--- config.mk ---
export PLATFORM = sky130hd
export DESIGN_NAME = base_vdelay
export DESIGN_NICKNAME = d
export VERILOG_FILES = /design/src/rtl/base_vdelay.sv
export SDC_FILE = /design/constraint.sdc
export NUM_CORES = 1
export LEC_CHECK = 0
export CAP_MARGIN = 20
export CORE_MARGIN = 8
export CORE_UTILIZATION = 45
export DETAILED_ROUTE_END_ITERATION = 8
export GPL_TIMING_DRIVEN = 1
export PLACE_DENSITY = 0.74
export SLEW_MARGIN = 10
export SYNTH_ARGS = -nofsm -noshare
export SYNTH_HDL_FRONTEND = slang
export SYNTH_SLANG_ARGS = --single-unit
--- constraint.sdc ---
create_clock -name clk -period 4.8 [get_ports clk]
set_input_delay 1.2 -clock clk [delete_from_list [all_inputs] [get_ports clk]]
set_output_delay 1.2 -clock clk [all_outputs]
set_load 0.1 [all_outputs]
--- src/rtl/base_vdelay.sv ---
// base_vdelay: valid-qualified, stallable delay line with a run-time selectable
// delay of 0..max_n advancing cycles. A delay of 0 is a combinational bypass.
// A delay change is taken only when no valid word is inside the active window.
// On a change every stage valid bit is cleared, so words from an old window are
// never emitted.
// Optional feature, enabled by defining BASE_VDELAY_FLUSH_EN: adds port i_flush,
// which clears all in-flight valid bits on the next edge.
module base_vdelay #(
    parameter int unsigned width  = 1,
    parameter int unsigned max_n  = 4,
    parameter int unsigned init_n = 1
) (
    input  logic                         clk,
    input  logic                         reset,
`ifdef BASE_VDELAY_FLUSH_EN
    input  logic                         i_flush,
`endif
    input  logic                         i_en,
    input  logic                         i_v,
    input  logic [0:width-1]             i_d,
    input  logic                         i_sel_v,
    input  logic [$clog2(max_n+1)-1:0]   i_sel,
    output logic                         o_v,
    output logic [0:width-1]             o_d,
    output logic [$clog2(max_n+1)-1:0]   o_n,
    output logic                         o_busy
);

    localparam int unsigned sel_w = $clog2(max_n + 1);

    // Stage storage: valid bits packed, data words as an unpacked array.
    logic [max_n-1:0]  stage_v;
    logic [0:width-1]  stage_d [max_n];
    logic [sel_w-1:0]  n_q;

    logic [max_n-1:0]  v_nxt;
    logic [0:width-1]  d_nxt [max_n];
    logic [sel_w-1:0]  n_nxt;

    logic              flush_c;
    logic              busy_c;
    logic              sel_ok_c;
    logic              accept_c;

`ifdef BASE_VDELAY_FLUSH_EN
    assign flush_c = i_flush;
`else
    assign flush_c = 1'b0;
`endif

    // Any valid word inside the active window s[0..n-1].
    always_comb begin
        busy_c = 1'b0;
        for (int unsigned k = 0; k < max_n; k++) begin
            if (sel_w'(k) < n_q) begin
                busy_c = busy_c | stage_v[k];
            end
        end
    end

    // Delay change acceptance; a flush empties the window so busy is moot.
    always_comb begin
        sel_ok_c = (i_sel <= sel_w'(max_n));
        accept_c = i_sel_v && sel_ok_c && (flush_c || !busy_c);
    end

    // Next stage contents: shift on advance, then apply flush / change clearing.
    always_comb begin
        v_nxt = stage_v;
        for (int unsigned k = 0; k < max_n; k++) begin
            d_nxt[k] = stage_d[k];
        end
        if (i_en) begin
            for (int unsigned k = 1; k < max_n; k++) begin
                v_nxt[k] = stage_v[k-1];
                d_nxt[k] = stage_d[k-1];
            end
            v_nxt[0] = i_v;
            d_nxt[0] = i_d;
        end
        if (flush_c) begin
            v_nxt = '0;
        end else if (accept_c) begin
            v_nxt    = '0;
            v_nxt[0] = i_v & i_en;
        end
        n_nxt = accept_c ? i_sel : n_q;
    end

    // Stage and delay registers.
    always_ff @(posedge clk or negedge reset) begin
        if (!reset) begin
            stage_v <= '0;
            for (int unsigned k = 0; k < max_n; k++) begin
                stage_d[k] <= '0;
            end
            n_q <= sel_w'(init_n);
        end else begin
            stage_v <= v_nxt;
            for (int unsigned k = 0; k < max_n; k++) begin
                stage_d[k] <= d_nxt[k];
            end
            n_q <= n_nxt;
        end
    end

    // Output tap select: bypass for delay 0, else stage n-1.
    always_comb begin
        o_v = 1'b0;
        o_d = '0;
        if (n_q == '0) begin
            o_v = i_v & i_en;
            o_d = i_d;
        end else begin
            for (int unsigned k = 0; k < max_n; k++) begin
                if (n_q == sel_w'(k + 1)) begin
                    o_v = stage_v[k];
                    o_d = stage_d[k];
                end
            end
        end
    end

    assign o_n    = n_q;
    assign o_busy = busy_c;

`ifndef SYNTHESIS
    // Shadow history of every presented word, advanced only on i_en, used to
    // confirm a tap output really is the word presented n advances earlier.
    logic [width:0] hist [max_n];
    logic [width:0] hist_tap_c;

    // History shift register.
    always_ff @(posedge clk or negedge reset) begin
        if (!reset) begin
            for (int unsigned k = 0; k < max_n; k++) begin
                hist[k] <= '0;
            end
        end else if (i_en) begin
            hist[0] <= {i_v, i_d};
            for (int unsigned k = 1; k < max_n; k++) begin
                hist[k] <= hist[k-1];
            end
        end
    end

    // History entry matching the active delay.
    always_comb begin
        hist_tap_c = '0;
        for (int unsigned k = 0; k < max_n; k++) begin
            if (n_q == sel_w'(k + 1)) begin
                hist_tap_c = hist[k];
            end
        end
    end

    // A valid tap output must equal the presented word n advances ago.
    always @(posedge clk) begin
        if (reset && (n_q != '0) && o_v) begin
            assert (hist_tap_c == {1'b1, o_d});
        end
    end
`endif

endmodule

# Word level (Yosys, flattened, before mapping)
# Cells that the tools add are included.
# word_totals
register_bits	11
out_inout_bits	6
wordCells	40
input_bits	9
# classes
bitwise	4
n_lt_le_gt_ge	5
reduce_logical	5
eq_ne	4
n_mux	16
# op_table
operator	count
2-to-1 mux 1 bit	14
2-to-1 mux 4 bit	2
== test 3 x 2 -> 1 bit (second input constant)	2
< comparator 1 x 3 -> 1 bit (first input constant)	2
< comparator 2 x 3 -> 1 bit (first input constant)	2
== test 3 x 1 -> 1 bit (second input constant)	1
== test 3 bit (second input constant)	1
less-or-equal comparator 3 bit (second input constant)	1
logical NOT 3 bit	1
bitwise OR 1 bit	3
logical AND 1 bit	2
nonzero test 2 bit	1
AND 1 bit	1
logical NOT 1 bit	1

# Longest topological paths before layout
# Gate-level depths: netlist of the first run.
# depth
word_depth	11
mapped_depth	6
mapped_depth_nobuf	4

# Worst setup path after synthesis of the first run
# OpenSTA, ideal clock, no wires.
# synth_path
path_type	reg-to-output
start	register n_q[1] (netlist: o_n[1])
end	output o_d
setup_slack_ns	0.047
t_arrival_ns	3.553
stages_incl_launch_ff	5
t_required_ns	3.600
n_path_buf	1
cell_sequence	dfrtp_1 > buf_2 > mux4_1 > inv_1 > o21ai_0
# synth_between
elab_chain_len	6
elab_cells_between_ends	10
classes_between	eq/ne (4); mux (5); reduce/logical (1)
# synth_rtl
item	line	rtl
start: declaration	34	logic [sel_w-1:0] n_q;
start signal: assignment	97	n_q <= sel_w'(init_n);
start signal: assignment	103	n_q <= n_nxt;
== test 3 x 1 -> 1 bit	116	if (n_q == sel_w'(k + 1)) begin
2-to-1 mux 1 bit (4 in a row)	116	
2-to-1 mux 1 bit *	111	if (n_q == '0) begin
end: declaration	24	output logic [0:width-1] o_d,
# Mark *: on every way between the ends. The rest lies on a longest branch, timed or not.

# Worst setup path in the final report of the first run
# layout_path
start	input i_en
end	output o_v
# layout_between
elab_chain_len	2
# layout_rtl
item	line	rtl
start: declaration	18	input logic i_en,
AND 1 bit	112	o_v = i_v & i_en;
2-to-1 mux 1 bit	111	
end: declaration	23	output logic o_v,
# Every way passes these cells.

==> results of run 1 <==
[layout make-up]
type                            count  share of cell area (%)
Sequential cell                    11                   37.02
Clock buffer                        4                   3.518
Tap cell                           15                   2.513
Timing Repair Buffer               14                   18.09
Multi-Input combinational cell     35                   38.36
Inverter                            1                  0.5025
[kinds of logic after synthesis]
group           synth area share (%)
simple gates                   13.98
mux                            24.79
flops                          46.82
compound gates                 9.747
buf+inv                        4.660
[stage by stage]
stage	hold slack (ps)	utilization, %	instances	area [µm²]	setup slack, ps
global placement	494.2	56.80	76	720.7	1003
global route	551.8	58.88	80	747.0	886.9
CTS	523.3	58.88	80	747.0	983.3
detailed placement	507.9	56.80	76	720.7	990.8
finish	517.9	58.88	80	747.0	991.8
floorplan	481.6	-	51	590.6	47.22
[worst paths after layout]
kind	end	slack, ps	cells past startpoint
max in group asynchronous	o_n[0]	3200	1
max reg2reg	o_n[2]	3070	4
min	stage_d[0]	520	1
min in group asynchronous	stage_d[0]	1260	1
max	o_v	990	5
min reg2reg	stage_d[0]	520	1
[registers in the layout (all words and copies together), names as in the netlist]
name / count
o_n: 3
stage_d: 4
stage_v: 4
[cells in the final DEF, fill, tap and decap left out, drive strengths merged]
cell	count
a21oi	2
buf	2
clkbuf	4
clkdlybuf4s50	12
dfrtp	10
dfstp	1
inv	1
mux2	7
mux2i	3
mux4	1
nand2	2
nand2b	3
nand3	3
nand4	1
nand4bb	1
nor2	4
nor2b	1
o211ai	1
o21a	1
o21ai	3
o31a	1
o32ai	1
[routing by layer]
metal	vias to the layer above	track usage, %	wire length (µm)
met4	0	6.466	22
met2	6	15.20	565
met3	4	2.557	49
li1	213	-	-
met1	207	10.78	524
met5	-	0	0
==> results.md, run 1 <==
* Most frequent cell after synthesis: dfrtp_1
* FF/Latch Area at 276.5 µm²
* Port Buffers at 14
* Postcts setup bufs at 0
* First-pass GRT wire length at 1.952 mm
* Wire length per cell at 14.51 µm
* Max-cap viol count at 0
* Synth warn at 0
* Hold Path Origin: stage_d[0]
* Yosys top cell area share at 42.37%
* CTS tree: done
* Type of the worst setup path: in2out
* Critical path's largest stage delay at 700 ps
* Fill cells at 114
* Cell breakdown of the critical path: clkdlybuf4s50_1 -> nand2_1 -> o211ai_1 -> o21a_1 -> buf_4
* Final min period at 3808 ps
* Antenna viol nets, final at 0
* Synthesized instance count at 51
* H-tree depth at 1
* Max Fclk at 0.2626 GHz
* Total gr overflow at 0
* Max Root-Sink Buffers at 2
* Largest net degree at the start of global routing at 12
* Post-cts resize count at 0
* Crit end category: output pin
* Clock slew at reported path FFs at 70 ps
* Dpl hpwl at 881.8 µm
* Setup Skew at 1.499 ps
* Clock Latency Late Sink at 260 ps
* Hold_buf cts at 0
* CP Launch Type: input pin
* CP required at 3600 ps
* DRT Wirelength at 1.161 mm
* Worst-margin pin slew at 970.5 ps
* Root Buffer Master: clkbuf_4
* Worst min path class: reg2reg
* Slowest stage cell, crit path: clkdlybuf4s50_1
* Synthesized flop and latch total at 11
* Final Slew Violations at 0
* CP startpoint: i_en
* Cell area after synthesis at 590.6 µm²
* Status: finished clean
* Clock sink count at 11
* Yosys top cell by area: dfrtp_1
* Ys flop type: dfrtp_1
* Layout cells sized above 1 at 21.54%
* Full die area at 2727 µm²
* Final setup TNS at 0 ps
* Synth cell count leaders: dfrtp_1, mux2_2, nor2_1
* Syn Area/Cell at 11.58 µm²
* GR Util All Layers at 9.510%
* Slew headroom at 35.10%
* Chip width at 52.23 µm
* CP arrival at 2610 ps
* Drt initial violations at 3
* Vias per std cell at 5.375
* Area Overhead vs Synth at 26.48%
* Ys async rst share at 100.0%
* Syn nets at 60
* Starting density of the core at 46.55%
* Final antenna diode count at 0
* RSZ-0062 raised after global routing: no
* CP delay by family, top: buffers and inverters
* IO Count at 15
* Vias in the first global route at 432
* Sequential share of the synthesized area at 46.82%
* # setup viols final at 0
* Core region area at 1269 µm²
* Vias at 430
* GPL Wtd Cong at 0.7355
* Period utilisation layout at 79.34%
* Num CTS Buffers at 3
* Die Ht at 52.23 µm
* Area occupied by multi-input gates at 286.5 µm²
* Fin. Hold Viols at 0
* Critical-path maximum fanout at 9
* Initial antenna violation count at 0
* Synth area leaders: dfrtp_1, mux2_2, mux2_4
* Layout Nets at 75
* RR Startpoint: stage_v[0]
* CP Buf/Inv Count at 2
* DR DRC count at 0
* TritonRoute pass-1 iters at 2
* Row count at 13
* Number of distinct library cells after synthesis at 23
* EDFF count, synth at 0
Power of run 1 is not shown: default switching activity piles up to over one toggle a cycle in this logic, so the estimate is an artifact.
==> run 2, diff against run 1 <==
==> constraint.sdc (replaced) <==
create_clock -name clk -period 3.6 [get_ports clk]
set_input_delay 0.9 -clock clk [delete_from_list [all_inputs] [get_ports clk]]
set_output_delay 0.9 -clock clk [all_outputs]
set_load 0.1 [all_outputs]
==> results.md, run 2 (synthesis results as in run 1) <==
* R2r setup slk at 1870 ps (was 3070 ps)
* Max Root-Sink Buffers at 2 (unchanged)
* Metal2 WL at 651 µm (was 565 µm)
* Fill cells at 109 (was 114)
* Hold Path Origin: stage_d[0] (unchanged)
* Max Fclk at 0.3313 GHz
* Layout cells sized above 1 at 30.30% (was 21.54%)
* RR Startpoint: stage_v[0] (unchanged)
* Clock sink count at 11 (unchanged)
* Initial antenna violation count at 0 (unchanged)
* Slew headroom at 68.03% (was 35.10%)
* Total gr overflow at 0 (unchanged)
* Largest net degree at the start of global routing at 12 (unchanged)
* Hold Path Stages at 1 (unchanged)
* TritonRoute pass-1 iters at 2 (unchanged)
* Full die area at 2727 µm² (unchanged)
* Vias per std cell at 5.568 (was 5.375)
* IO Count at 15 (unchanged)
* Hold EP: stage_d[0] (unchanged)
* Final setup TNS at 0 ps (unchanged)
* CTS tree: done (unchanged)
* WHS at 515.1 ps (was 517.9 ps)
* FF/Latch Area at 276.5 µm² (unchanged)
* Worst-margin pin slew at 478.1 ps (was 970.5 ps)
* Crit end category: output pin (unchanged)
* Met3 wire len at 45 µm (was 49 µm)
* Area occupied by multi-input gates at 290.3 µm² (was 286.5 µm²)
* Postcts setup bufs at 0 (unchanged)
* DRT met1 WL at 533 µm (was 524 µm)
* Hold_buf cts at 0 (unchanged)
* Final min period at 3018 ps
* Commonest non-fill, non-tap cell in the layout: dfrtp_1 (was clkdlybuf4s50_1)
* Most frequent cells in the layout: dfrtp_1, clkdlybuf4s50_1, buf_4 (was clkdlybuf4s50_1, dfrtp_1, nor2_1, mux2_2)
* Vias at 451 (was 430)
* Critical-path maximum fanout at 2 (was 9)
* First-pass GRT wire length at 2.180 mm (was 1.952 mm)
* Post-cts resize count at 0 (unchanged)
* Chip width at 52.23 µm (unchanged)
* GR Util All Layers at 10.46% (was 9.510%)
* CP Launch Type: input pin (unchanged)
* Antenna viol nets, final at 0 (unchanged)
* Max Used Layer: met4 (unchanged)
* Dpl hpwl at 998.9 µm (was 881.8 µm)
* RR Endpoint: o_n[1] (was o_n[2])
* Fin. Hold Viols at 0 (unchanged)
* Core region area at 1269 µm² (unchanged)
* Max-cap viol count at 0 (unchanged)
* Status: finished clean (unchanged)
* CP arrival at 2120 ps (was 2610 ps)
* Wire length per cell at 15.33 µm (was 14.51 µm)
* CP required at 2700 ps (was 3600 ps)
* Final antenna diode count at 0 (unchanged)
* DR DRC count at 0 (unchanged)
* Worst min path class: reg2reg (unchanged)
* H-tree depth at 1 (unchanged)
* Die Ht at 52.23 µm (unchanged)
* # setup viols final at 0 (unchanged)
* Drt initial violations at 5 (was 3)
* Final Slew Violations at 0 (unchanged)
* Clock Latency Late Sink at 260 ps (about the same)
* Port Buffers at 14 (unchanged)
* Period utilisation layout at 83.84%
* Vias in the first global route at 447 (was 432)
* Area Overhead vs Synth at 30.93% (was 26.48%)
* Row count at 13 (unchanged)
* Clock slew at reported path FFs at 60 ps (was 70 ps)
* Type of the worst setup path: in2out (unchanged)
* DRT Wirelength at 1.242 mm (was 1.161 mm)
* Root Buffer Master: clkbuf_4 (unchanged)
* Setup Skew at 7.252 ps (was 1.499 ps)
* Starting density of the core at 46.55% (unchanged)
* FF-to-FF path depth at 4 (unchanged)
* Num CTS Buffers at 3 (unchanged)
* RSZ-0062 raised after global routing: no (unchanged)
* Layout Nets at 76 (was 75)
* GPL Wtd Cong at 0.6866 (was 0.7355)
-- run 2: changes by cell type in the layout (fill, tap and decap cells not counted), sizes merged --
| cell | before | now |
|---|---|---|
| clkdlybuf4s50 | 12 | 8 |
| buf | 2 | 7 |
-- run 2: stage by stage --
stage	util, %	cells	instance area [µm²]	setup WS, ps
final	60.95	81	773.2	581.6
after global routing	60.95	81	773.2	541.4
after CTS	60.95	81	773.2	568.5
after detailed placement	58.88	77	747.0	567.0
after global placement	58.88	77	747.0	600.7
after floorplan	-	51	594.3	432.7
-- run 2: worst max-delay path, cell delays in order --
cell,delay [ps]
clkdlybuf4s50_1,410
mux4_1,490
inv_1,80
o21ai_2,70
buf_12,170
-- run 2: cell type report --
type	instances	share of cell area, %
clock buffers	4	3.398
inverters	1	0.4854
multi-input cells	35	37.54
flip-flops and latches	11	35.76
well taps	15	2.427
repair buffers	15	20.39
-- run 2: how the worst max path moves through the flow --
stage | from | to | slack, ps | depth (start not counted)
2_1_floorplan | o_n[1] | o_d | 430 | 4
3_3_place_gp | i_d | o_d | 600 | 5
3_5_place_dp | i_d | o_d | 570 | 5
4_1_cts | i_d | o_d | 570 | 5
5_1_grt | i_d | o_d | 540 | 5
6_report | i_d | o_d | 580 | 5
-- run 2: metal layers --
layer	GRT usage (%)	vias up
li1	-	218
met1	12.04	226
met2	17.40	5
met3	2.841	2
met4	5.172	0
met5	0	-
Power of run 2 is left out for the same reason.
==> run 3, diff against run 2 <==
==> constraint.sdc (replaced) <==
create_clock -name clk -period 2.9 [get_ports clk]
set_input_delay 0.725 -clock clk [delete_from_list [all_inputs] [get_ports clk]]
set_output_delay 0.725 -clock clk [all_outputs]
set_load 0.1 [all_outputs]
==> results.md, run 3 (synthesis results as in run 1) <==
* # setup viols final at 0 (unchanged)
* Core region area at 1269 µm² (unchanged)
* Row count at 13 (unchanged)
* Final antenna diode count at 0 (unchanged)
* Worst min path class: reg2reg (unchanged)
* Fill cells at 106 (was 109)
* RSZ-0062 raised after global routing: no (unchanged)
* Layout Nets at 76 (unchanged)
* Layout cells sized above 1 at 33.33% (was 30.30%)
* Final setup TNS at 0 ps (unchanged)
* Starting density of the core at 46.55% (unchanged)
* Post-cts resize count at 0 (unchanged)
* GPL Wtd Cong at 0.7002 (was 0.6866)
* Design area at 783.3 µm² (was 773.2 µm²)
* Total gr overflow at 0 (unchanged)
* Full die area at 2727 µm² (unchanged)
* Status: finished clean (unchanged)
* Area Overhead vs Synth at 32.63% (was 30.93%)
* IO Count at 15 (unchanged)
* Port Buffers at 14 (unchanged)
* Setup ws final at 199.6 ps (was 581.6 ps)
* Vias at 452 (was 451)
* Wire length per cell at 15.15 µm (was 15.33 µm)
* H-tree depth at 1 (unchanged)
* Max Fclk at 0.3703 GHz
* Root Buffer Master: clkbuf_4 (unchanged)
* GR Util All Layers at 9.879% (was 10.46%)
* Slew headroom at 67.49% (was 68.03%)
* Postcts setup bufs at 0 (unchanged)
* Cell breakdown of the critical path: clkdlybuf4s50_1 -> mux4_1 -> inv_1 -> o21ai_4 -> buf_12 (was clkdlybuf4s50_1 -> mux4_1 -> inv_1 -> o21ai_2 -> buf_12)
* CP Launch Type: input pin (unchanged)
* Max-cap viol count at 0 (unchanged)
* Drt initial violations at 6 (was 5)
* WHS at 527.6 ps (was 515.1 ps)
* Chip width at 52.23 µm (unchanged)
* Period utilisation layout at 93.12%
* Setup Skew at 0.3621 ps (was 7.252 ps)
* Critical path's largest stage delay at 490 ps (about the same)
* Max Root-Sink Buffers at 2 (unchanged)
* Initial antenna violation count at 0 (unchanged)
* TritonRoute pass-1 iters at 3 (was 2)
* Area occupied by multi-input gates at 299.0 µm² (was 290.3 µm²)
* Fin. Hold Viols at 0 (unchanged)
* FF/Latch Area at 276.5 µm² (unchanged)
* Slowest stage cell, crit path: mux4_1 (unchanged)
* Hold_buf cts at 0 (unchanged)
* CTS tree: done (unchanged)
* Num CTS Buffers at 3 (unchanged)
* Final Slew Violations at 0 (unchanged)
* Most frequent cells in the layout: dfrtp_1, clkdlybuf4s50_1, buf_4 (unchanged)
* Placed Area at 755.7 µm² (was 747.0 µm²)
* DR DRC count at 0 (unchanged)
* CP required at 2170 ps (was 2700 ps)
* Dpl hpwl at 933.1 µm (was 998.9 µm)
* Die Ht at 52.23 µm (unchanged)
* Clock slew at reported path FFs at 70 ps (was 60 ps)
* Clock sink count at 11 (unchanged)
* Worst-margin pin slew at 486.2 ps (was 478.1 ps)
* Clock Latency Late Sink at 260 ps (about the same)
* Final min period at 2700 ps
* DRT Wirelength at 1.227 mm (was 1.242 mm)
* Vias per std cell at 5.580 (was 5.568)
* Commonest non-fill, non-tap cell in the layout: dfrtp_1 (unchanged)
* Post-Place Worst Slack at 202.6 ps (was 567.0 ps)
* First-pass GRT wire length at 2.014 mm (was 2.180 mm)
* Type of the worst setup path: in2out (unchanged)
* Antenna viol nets, final at 0 (unchanged)
* Largest net degree at the start of global routing at 12 (unchanged)
* Critical-path maximum fanout at 2 (unchanged)
* CP arrival at 1980 ps (was 2120 ps)
* Crit end category: output pin (unchanged)
* Vias in the first global route at 443 (was 447)
==> run 3: worst paths after layout <==
check,depth (start not counted),start,end,slack [ps]
setup / recovery,5,i_d,o_d,200
hold reg to reg,1,stage_d[2],stage_d[1],530
hold / removal,1,stage_d[2],stage_d[1],530
setup reg to reg,4,stage_v[0],o_n[2],1160
min in group asynchronous,1,reset,stage_d[2],790
max in group asynchronous,1,reset,o_n[0],1760
==> run 3: through the flow <==
step	util [%]	cells
after floorplan	-	51
after global placement	59.57	77
after detailed placement	59.57	77
after CTS	61.74	81
after global routing	61.74	81
final	61.74	81
==> run 3: final cells by class <==
cell class	count	share of cell area, %
repair buffers	15	20.13
clock inverters	1	0.6390
multi-input cells	35	38.18
inverters	1	0.4792
clock buffers	3	2.875
flip-flops and latches	11	35.30
well taps	15	2.396
==> run 3: worst max-delay path, delay by kind of cell <==
kind            cells  cell delay (ps)
compound gates      1               60
mux                 1              490
buf+inv             3              690
==> run 3: layer usage <==
metal	track usage, %	share of wire (%)
met1	11.02	43
met2	16.60	52
met3	3.693	4.8
met4	3.879	0
met5	0	0
Power of run 3 is left out for the same reason.
